<file path="config.mk">
export PLATFORM = sky130hd
export DESIGN_NAME = addsub_pipe
export DESIGN_NICKNAME = d
export VERILOG_FILES = /design/src/rtl/addsub_pipe.sv
export SDC_FILE = /design/constraint.sdc
export NUM_CORES = 1
export LEC_CHECK = 0
export CORE_UTILIZATION = 54
export DETAILED_ROUTE_END_ITERATION = 7
export PLACE_DENSITY = 0.86
export SETUP_SLACK_MARGIN = 0.3
export SYNTH_ARGS = -nofsm -noshare
export SYNTH_HDL_FRONTEND = slang
export SYNTH_SLANG_ARGS = --single-unit
</file>
<file path="constraint.sdc">
create_clock -name clk -period 6.6 [get_ports clk]
set_input_delay 1.32 -clock clk [delete_from_list [all_inputs] [get_ports clk]]
set_output_delay 1.32 -clock clk [all_outputs]
set_load 0.05 [all_outputs]
</file>
<file path="src/rtl/addsub_pipe.sv">
// addsub_pipe
//   Pipelined W-bit adder/subtractor behind a valid/ready stream interface.
//   The operands are cut into CHUNK-bit slices. Each pipeline stage resolves one
//   slice and registers the carry for the next stage. The operand slices that are
//   still unprocessed shift down towards bit 0 as they travel. The finished sum
//   slices shift in from the top, so the complete sum is aligned after the last
//   stage. The final stage also derives the flags and applies optional signed
//   saturation.
//
// Parameters
//   W      operand/result width, a multiple of CHUNK
//   CHUNK  slice width resolved per stage (STAGES = W/CHUNK)
//   SAT    1 = clamp signed overflow to signed max/min, 0 = wrap
//
// Ports
//   clk        clock, all state on rising edge
//   rst_n      asynchronous active-low reset
//   in_valid   operand beat present
//   in_ready   block accepts a beat this cycle
//   in_op      0 = add, 1 = subtract
//   in_cin     carry-in (add) / not-borrow-in (sub)
//   in_x       operand X
//   in_y       operand Y
//   out_valid  result beat present
//   out_ready  downstream accepts result
//   out_s      result (saturated when SAT=1 and overflow)
//   out_cout   carry out of MSB (sub: 1 = no borrow)
//   out_ovf    signed overflow (unsaturated)
//   out_zero   out_s == 0
//   out_neg    out_s[W-1]
module addsub_pipe #(
  parameter int W     = 16,
  parameter int CHUNK = 8,
  parameter int SAT   = 0
) (
  input  logic         clk,
  input  logic         rst_n,
  input  logic         in_valid,
  output logic         in_ready,
  input  logic         in_op,
  input  logic         in_cin,
  input  logic [W-1:0] in_x,
  input  logic [W-1:0] in_y,
  output logic         out_valid,
  input  logic         out_ready,
  output logic [W-1:0] out_s,
  output logic         out_cout,
  output logic         out_ovf,
  output logic         out_zero,
  output logic         out_neg
);

  localparam int STAGES = W / CHUNK;
  localparam int LAST   = STAGES - 1;

  localparam logic [W-1:0] SMAX = {1'b0, {(W-1){1'b1}}};
  localparam logic [W-1:0] SMIN = {1'b1, {(W-1){1'b0}}};

  // The whole pipe moves together. It only freezes when a result is parked at
  // the output and downstream refuses it.
  logic w_advance;
  assign w_advance = out_ready | ~out_valid;
  assign in_ready  = w_advance;

  // Per-stage inputs (w_*In) and the values each stage hands onward (w_*Next).
  logic [W-1:0] w_xIn   [STAGES];
  logic [W-1:0] w_yIn   [STAGES];
  logic [W-1:0] w_sIn   [STAGES];
  logic         w_cIn   [STAGES];
  logic         w_vIn   [STAGES];
  logic [W-1:0] w_xNext [STAGES];
  logic [W-1:0] w_yNext [STAGES];
  logic [W-1:0] w_sNext [STAGES];
  logic         w_cNext [STAGES];

  // Subtraction is X + ~Y + cin, so Y is inverted once at the entry.
  assign w_xIn[0] = in_x;
  assign w_yIn[0] = in_op ? ~in_y : in_y;
  assign w_sIn[0] = '0;
  assign w_cIn[0] = in_cin;
  assign w_vIn[0] = in_valid;

  for (genvar k = 0; k < STAGES; k++) begin : g_stage
    logic [CHUNK:0] w_slice;

    assign w_slice = {1'b0, w_xIn[k][CHUNK-1:0]} + {1'b0, w_yIn[k][CHUNK-1:0]}
                   + {{CHUNK{1'b0}}, w_cIn[k]};

    // The new sum slice enters at the top. After STAGES shifts, slice 0 ends
    // up at bit 0.
    assign w_sNext[k] = (w_sIn[k] >> CHUNK) | (W'(w_slice[CHUNK-1:0]) << (W - CHUNK));
    assign w_xNext[k] = w_xIn[k] >> CHUNK;
    assign w_yNext[k] = w_yIn[k] >> CHUNK;
    assign w_cNext[k] = w_slice[CHUNK];

    if (k < LAST) begin : g_reg
      logic         r_valid;
      logic         r_carry;
      logic [W-1:0] r_x;
      logic [W-1:0] r_y;
      logic [W-1:0] r_s;

      // Inter-stage register. Bubbles travel as r_valid=0, and everything
      // holds while the pipe is frozen.
      always_ff @(posedge clk or negedge rst_n) begin
        if (!rst_n) begin
          r_valid <= 1'b0;
          r_carry <= 1'b0;
          r_x     <= '0;
          r_y     <= '0;
          r_s     <= '0;
        end else if (w_advance) begin
          r_valid <= w_vIn[k];
          r_carry <= w_cNext[k];
          r_x     <= w_xNext[k];
          r_y     <= w_yNext[k];
          r_s     <= w_sNext[k];
        end
      end

      assign w_vIn[k+1] = r_valid;
      assign w_cIn[k+1] = r_carry;
      assign w_xIn[k+1] = r_x;
      assign w_yIn[k+1] = r_y;
      assign w_sIn[k+1] = r_s;
    end
  end

  // Final-stage flag logic. The original operand MSBs now sit at bit CHUNK-1 of
  // the shifted operands. Sum bit W-1 is x ^ y ^ (carry into W-1), so the carry
  // into the MSB is recovered from those three bits.
  logic [W-1:0] w_sum;
  logic         w_cout;
  logic         w_xMsb;
  logic         w_yMsb;
  logic         w_cMsb;
  logic         w_ovf;
  logic [W-1:0] w_satS;

  assign w_sum  = w_sNext[LAST];
  assign w_cout = w_cNext[LAST];
  assign w_xMsb = w_xIn[LAST][CHUNK-1];
  assign w_yMsb = w_yIn[LAST][CHUNK-1];
  assign w_cMsb = w_sum[W-1] ^ w_xMsb ^ w_yMsb;
  assign w_ovf  = w_cMsb ^ w_cout;

  // Signed overflow can only happen when both operands share a sign. The sign
  // of X therefore picks the clamp direction.
  always_comb begin
    w_satS = w_sum;
    if ((SAT != 0) && w_ovf) begin
      w_satS = w_xMsb ? SMIN : SMAX;
    end
  end

  // The last stage's leftover shifted operands have no consumer.
  logic w_unused;
  assign w_unused = ^{w_xNext[LAST], w_yNext[LAST]};

  // Output register. This is the final pipeline stage. It holds the complete
  // result and flags stable while downstream stalls.
  logic         r_outValid;
  logic [W-1:0] r_outS;
  logic         r_outCout;
  logic         r_outOvf;
  logic         r_outZero;
  logic         r_outNeg;

  always_ff @(posedge clk or negedge rst_n) begin
    if (!rst_n) begin
      r_outValid <= 1'b0;
      r_outS     <= '0;
      r_outCout  <= 1'b0;
      r_outOvf   <= 1'b0;
      r_outZero  <= 1'b0;
      r_outNeg   <= 1'b0;
    end else if (w_advance) begin
      r_outValid <= w_vIn[LAST];
      r_outS     <= w_satS;
      r_outCout  <= w_cout;
      r_outOvf   <= w_ovf;
      r_outZero  <= (w_satS == '0);
      r_outNeg   <= w_satS[W-1];
    end
  end

  assign out_valid = r_outValid;
  assign out_s     = r_outS;
  assign out_cout  = r_outCout;
  assign out_ovf   = r_outOvf;
  assign out_zero  = r_outZero;
  assign out_neg   = r_outNeg;

endmodule

</file>
==> qor.txt, run 1 <==
clock sinks -> 46
largest net degree at the start of global routing -> 61
All-Layer GR Usage -> 23.0%
vias in the first global route -> 2029
fmax -> 244 MHz
Worst-Margin Slew -> 0.983 ns
DRT iter0 DRCs -> 144
Routed Antenna Nets -> 0
Slew Limit Fails -> 0
Placer Congestion -> 0.791
post-synthesis async set-or-reset flop share -> 100%
initial core utilization -> 57.0%
Cell variety after synth -> 38
Worst Path Max Fanout -> 16
hold_buf cts -> 0
Finish-stage setup viols -> 0
crit path DAT -> 4.28 ns
top cell type by total area after synthesis -> dfrtp_1
Max Cap Viol -> 0
prevailing post-synth register cell -> dfrtp_1
Post-Syn Nets -> 328
Design Power -> 1.15 mW
number of diodes -> 0
Worst-Skew Late Latency -> 0.30 ns
Core Region -> 4440 um^2
Final nets -> 383
die area -> 4970 um^2
Syn-to-layout area delta -> 27.4%
Max Root-Sink Buffers -> 2
WS Path Type -> in2reg
Clock Pin Slew Worst Setup and Hold Paths -> 0.08 ns
Seq/Total Area, Yosys -> 45.4%
Worst Path Required -> 6.78 ns
Tmin final -> 4.10 ns
number of synthesized flops with an enable pin -> 0
Syn Area/Cell -> 9.32 um^2
CTS H-Tree Depth -> 2
CTS buffer count -> 5
PwrDens -> 355 nW/um^2
max_slew headroom -> 34.4%
Leakage -> 1.47 nW
Core Rows -> 24
period utilization -> 62.2%
HPWL after DPL -> 3960 um
Ys Warns -> 0
outcome -> finished, violations left
VDD IR max -> 186 uV
die width -> 70.5 um
CTS tree -> done
Max stage delay on crit path -> 0.85 ns
Most common cell on crit path -> a21oi_1
synthesized flop and latch total -> 46
critical-path cell list -> clkdlybuf4s50_1 -> xnor2_1 -> fa_1 -> inv_1 -> fa_1 -> a21o_1 -> a21oi_1 -> o21bai_1 -> a21oi_1 -> xnor2_1 -> a21oi_1
routed wire length -> 5220 um
postcts setup bufs -> 0
CP endpoint kind -> flop
Setup TNS Final -> 0 ns
Clock Skews -> 0.00279 ns
Die Y-Extent -> 70.5 um
gr ovfl total -> 0
drt wl/cell -> 13.8 um
violated checks -> DRC
initial antenna violation count -> 0
vias per cell -> 5.21
post-CTS sizing -> 0
synth top area cells -> dfrtp_1 45%, nand2_1 12%, ha_1 6.9%, xnor2_1 6.2%, fa_1 3.2%
Final Hold Viols -> 0
Startpoint Class -> primary input
total number of vias -> 1974
drt first pass iters -> 6
Remaining DRCs -> 8
port bufs -> 59
Hold/Removal Path Class -> reg2reg
Post-Syn Area -> 2530 um^2
share of the synthesized area in the top cell type -> 45.4%
root buffer cell -> clkbuf_8
Cells after Synth -> 272
first-pass GRT wire length -> 8750 um
slowest cell on the critical path -> clkdlybuf4s50_1
share of layout cells above drive strength 1 -> 4.28%
num ports -> 60
RSZ-0062 raised after global routing -> false
==> stage by stage <==
stage               utilization, %  worst slack, ns  hold WS [ns]  instance area [um^2]  instances
floorplan                        -             3.02         0.430                  2530        272
global placement              70.9             2.33         0.441                  3150        372
detailed placement            70.9             2.16         0.455                  3150        372
CTS                           72.6             2.47         0.472                  3230        379
global route                  72.6             2.32         0.493                  3230        379
finish                        72.6             2.50         0.466                  3230        379
==> synthesized netlist by cell type (all sizes together), types with 2 or more instances <==
cell type,n
o21a,4
dfrtp,46
nor2b,3
nor2,13
clkbuf,8
xnor2,19
fa,4
nand3,2
xor2,9
nor3,6
buf,5
inv,7
o21ai,14
nand2,79
a21o,4
ha,14
and3,2
o211ai,2
nor3b,2
a21oi,12
o31ai,3
o21bai,2
nor4,2
==> cell type report <==
type / count / area, um^2
tap: 52 / 65.1
sequential: 46 / 1150
timing repair buffer: 61 / 601
clock buffer: 7 / 76.3
inverter: 8 / 30.0
fill: 344 / 1220
multi-input combinational: 205 / 1300
==> registers in the layout, summed over array words and instances (netlist names) <==
register,flops
g_stage.g_reg.r_carry,1
g_stage.g_reg.r_s,8
g_stage.g_reg.r_valid,1
g_stage.g_reg.r_x,8
g_stage.g_reg.r_y,8
out_cout,1
out_ovf,1
out_s,16
out_valid,1
out_zero,1
==> kinds of logic (layout without fill, tap and decap cells) <==
group | after synthesis | in the layout | synth area share [%]
compound gates | 46 | 46 | 12.5
xor+xnor | 28 | 28 | 9.98
fa+ha+maj | 18 | 18 | 10.1
buf+inv | 21 | 76 | 3.41
flops | 46 | 46 | 45.4
simple gates | 113 | 113 | 18.6
==> routing by layer <==
layer	up-vias	part of all wire [%]	global-route usage (%)
met5	-	0	0
met4	0	1.6	10.2
li1	1000	-	-
met2	51	48	38.4
met1	916	46	29.3
met3	7	4.1	4.33
==> worst paths after layout <==
kind / start / end / slack [ns] / cells past startpoint
max: in_op / g_stage[0].g_reg.r_s[14]$_DFFE_PN0P_ / 2.50 / 11
max reg2reg: g_stage[0].g_reg.r_carry$_DFFE_PN0P_ / out_zero$_DFFE_PN0P_ / 4.12 / 7
max in group asynchronous: rst_n / out_s[7]$_DFFE_PN0P_ / 4.82 / 1
min: g_stage[0].g_reg.r_valid$_DFFE_PN0P_ / g_stage[0].g_reg.r_valid$_DFFE_PN0P_ / 0.47 / 2
min in group asynchronous: rst_n / out_s[12]$_DFFE_PN0P_ / 1.18 / 1
min reg2reg: g_stage[0].g_reg.r_valid$_DFFE_PN0P_ / g_stage[0].g_reg.r_valid$_DFFE_PN0P_ / 0.47 / 2
==> placed cells by master (no fill, tap or decap), drive strengths merged, types with 2 or more instances in the layout <==
| cell type | instances |
|---|---|
| nor4 | 2 |
| xnor2 | 19 |
| o21ai | 14 |
| and3 | 2 |
| nor2 | 13 |
| o211ai | 2 |
| inv | 7 |
| clkbuf | 7 |
| dfrtp | 46 |
| fa | 4 |
| o21bai | 2 |
| nand3 | 2 |
| a21o | 4 |
| clkdlybuf4s50 | 58 |
| ha | 14 |
| o31ai | 3 |
| o21a | 4 |
| buf | 3 |
| nor2b | 3 |
| xor2 | 9 |
| nor3 | 6 |
| nand2 | 79 |
| nor3b | 2 |
| a21oi | 12 |
==> where the power goes <==
| part | switching, mW | total [mW] | internal [mW] |
|---|---|---|---|
| combinational | 0.356 | 0.576 | 0.220 |
| sequential | 0.0511 | 0.411 | 0.360 |
| clock | 0.0873 | 0.160 | 0.0729 |
| total | 0.495 | 1.15 | 0.652 |
==> worst max-delay path: cells and delay by family <==
family / cells / cell delay [ns]
buffers and inverters: 2 / 0.91
AOI/OAI and AO/OA: 5 / 0.84
adders and majority gates: 2 / 0.64
xor gates and xnor gates: 2 / 0.56
(Power assumes the default switching activity.)
==> run 2, diff against run 1 <==
--- a/config.mk
+++ b/config.mk
@@ -5,9 +5,9 @@
 export SDC_FILE = /design/constraint.sdc
 export NUM_CORES = 1
 export LEC_CHECK = 0
-export CORE_UTILIZATION = 54
+export CORE_UTILIZATION = 50
 export DETAILED_ROUTE_END_ITERATION = 7
-export PLACE_DENSITY = 0.86
+export PLACE_DENSITY = 0.8
 export SETUP_SLACK_MARGIN = 0.3
 export SYNTH_ARGS = -nofsm -noshare
 export SYNTH_HDL_FRONTEND = slang
==> constraint.sdc (replaced) <==
create_clock -name clk -period 4.3 [get_ports clk]
set_input_delay 0.86 -clock clk [delete_from_list [all_inputs] [get_ports clk]]
set_output_delay 0.86 -clock clk [all_outputs]
set_load 0.05 [all_outputs]
==> run 2 against run 1 <==
The flow now finishes without violations. Setup slack lost 1.2 ns. Register-to-register slack lost 2.3 ns. Global-route usage shrank 2.3 points. Clock skew grew 0.0018 ns. Clock-buffer cell count shrank 1. Core utilization shrank 4.0 points. Critical path depth shrank 1. Cell area grew 1.8%. Power grew 59%. Wire length shrank 5.2%. Largest power group unchanged.
==> qor.txt, run 2 (synthesis gave the netlist of run 1 again) <==
outcome -> finished clean
drt first pass iters -> 4
Startpoint Class -> primary input
Final Hold Viols -> 0
initial core utilization -> 52.9%
first-pass GRT wire length -> 8250 um
postcts setup bufs -> 0
drt wl/cell -> 12.5 um
Gate power share -> 48.2%
fin util -> 68.6%
number of diodes -> 0
WS Path Type -> in2reg
Die Y-Extent -> 73.2 um
Max Root-Sink Buffers -> 2
share of layout cells above drive strength 1 -> 5.47%
CTS H-Tree Depth -> 2
max_slew headroom -> 33.4%
DRT iter0 DRCs -> 103
Placer Congestion -> 0.825
Worst-Margin Slew -> 0.998 ns
commonest non-fill, non-tap cell in the layout -> nand2_1
Worst Path Max Fanout -> 15
Layout fillers -> 386
setup ws final -> 1.26 ns
area of the multi-input gates -> 1300 um^2
Routed Antenna Nets -> 0
port bufs -> 59
Leakage -> 1.49 nW
CTS tree -> done
max FFs per register -> 16
Clock Pin Slew Worst Setup and Hold Paths -> 0.08 ns
Worst Path Required -> 4.51 ns
root buffer cell -> clkbuf_8
gr ovfl total -> 0
die width -> 73.2 um
clock power share -> 17.2%
num ports -> 60
register area -> 1150 um^2
most frequent cells in the layout -> 79 x nand2_1, 57 x clkdlybuf4s50_1, 46 x dfrtp_1
largest net degree at the start of global routing -> 61
fmax -> 329 MHz
pre-CTS setup slack -> 0.936 ns
Hold/Removal Path Class -> reg2reg
die area -> 5360 um^2
Flop pwr share -> 34.6%
Max Cap Viol -> 0
CTS buffer count -> 5
CP endpoint kind -> flop
Finish-stage setup viols -> 0
vias per cell -> 5.01
Clock Skews -> 0.00457 ns
Core Region -> 4790 um^2
P_int -> 1.06 mW
crit path DAT -> 3.25 ns
P_sw -> 764 uW
vias in the first global route -> 1801
worst flop-to-flop path startpoint -> g_stage[0].g_reg.r_carry$_DFFE_PN0P_
Worst-Skew Late Latency -> 0.30 ns
Slew Limit Fails -> 0
Remaining DRCs -> 0
VDD IR max -> 312 uV
worst setup path end -> g_stage[0].g_reg.r_s[13]$_DFFE_PN0P_
RSZ-0062 raised after global routing -> false
post-CTS sizing -> 0
total number of vias -> 1985
Syn-to-layout area delta -> 29.6%
FF-to-FF End -> out_zero$_DFFE_PN0P_
HPWL after DPL -> 3770 um
clock sinks -> 46
worst reg2reg path depth -> 7
hold_buf cts -> 0
Setup TNS Final -> 0 ns
Tmin final -> 3.04 ns
CP Launch Point -> in_op
Final nets -> 384
initial antenna violation count -> 0
period utilization -> 70.6%
Core Rows -> 25
All-Layer GR Usage -> 20.7%
routed wire length -> 4950 um
sw frac -> 41.9%
R2R setup slack -> 1.85 ns
PwrDens -> 556 nW/um^2
run 2: changes by cell type in the layout (fill, tap and decap cells not counted), sizes merged:
| cell | change |
|---|---|
| clkdlybuf4s50 | -1 |
| bufinv | +1 |
| clkinvlp | +1 |
| buf | +2 |
| clkbuf | -1 |
run 2: worst min path at each step:
stage | start | end | slack (ns) | depth (start not counted)
after global placement | g_stage[0].g_reg.r_valid$_DFFE_PN0P_ | g_stage[0].g_reg.r_valid$_DFFE_PN0P_ | 0.44 | 2
after CTS | g_stage[0].g_reg.r_valid$_DFFE_PN0P_ | g_stage[0].g_reg.r_valid$_DFFE_PN0P_ | 0.47 | 2
final | out_s[14]$_DFFE_PN0P_ | out_s[14]$_DFFE_PN0P_ | 0.47 | 2
after global routing | out_s[14]$_DFFE_PN0P_ | out_s[14]$_DFFE_PN0P_ | 0.48 | 2
after detailed placement | g_stage[0].g_reg.r_valid$_DFFE_PN0P_ | g_stage[0].g_reg.r_valid$_DFFE_PN0P_ | 0.45 | 2
after floorplan | g_stage[0].g_reg.r_valid$_DFFE_PN0P_ | g_stage[0].g_reg.r_valid$_DFFE_PN0P_ | 0.43 | 2
run 2: layout make-up:
| type | count | area share (%) |
|---|---|---|
| flip-flops and latches | 46 | 35.0 |
| clock inverters | 2 | 1.14 |
| inverters | 8 | 0.914 |
| well taps | 67 | 2.55 |
| clock buffers | 6 | 2.21 |
| repair buffers | 62 | 18.4 |
| multi-input cells | 205 | 39.7 |
run 2: worst max-delay path, cell delays in order:
cell	delay, ns
clkdlybuf4s50_1	0.50
buf_4	0.26
xor2_1	0.28
ha_1	0.29
nor2b_1	0.13
o21ai_0	0.18
a21oi_1	0.14
o21a_1	0.21
o21a_1	0.18
o31ai_1	0.21
run 2: power by group through the flow:
stage	registers, mW	logic, mW	clock network [mW]
after floorplan	0.874	0.368	0
after global placement	0.636	0.865	0
after detailed placement	0.641	0.881	0
after CTS	0.633	0.883	0.320
after global routing	0.644	0.948	0.340
final	0.631	0.880	0.315
run 2: per-stage QoR:
step,hold WS [ns],instances,power (mW),instance area [um^2]
after CTS,0.471,396,1.84,3280
final,0.465,396,1.83,3280
after global placement,0.441,388,1.50,3170
after floorplan,0.430,272,1.24,2530
after global routing,0.484,396,1.93,3280
after detailed placement,0.452,388,1.52,3170
run 2: routing by layer:
layer / track usage (%) / vias to the layer above / wire (um)
met5: 0 / - / 0
met4: 8.50 / 0 / 86
met3: 4.14 / 6 / 172
met2: 30.3 / 53 / 2240
met1: 29.9 / 915 / 2450
li1: - / 1011 / -
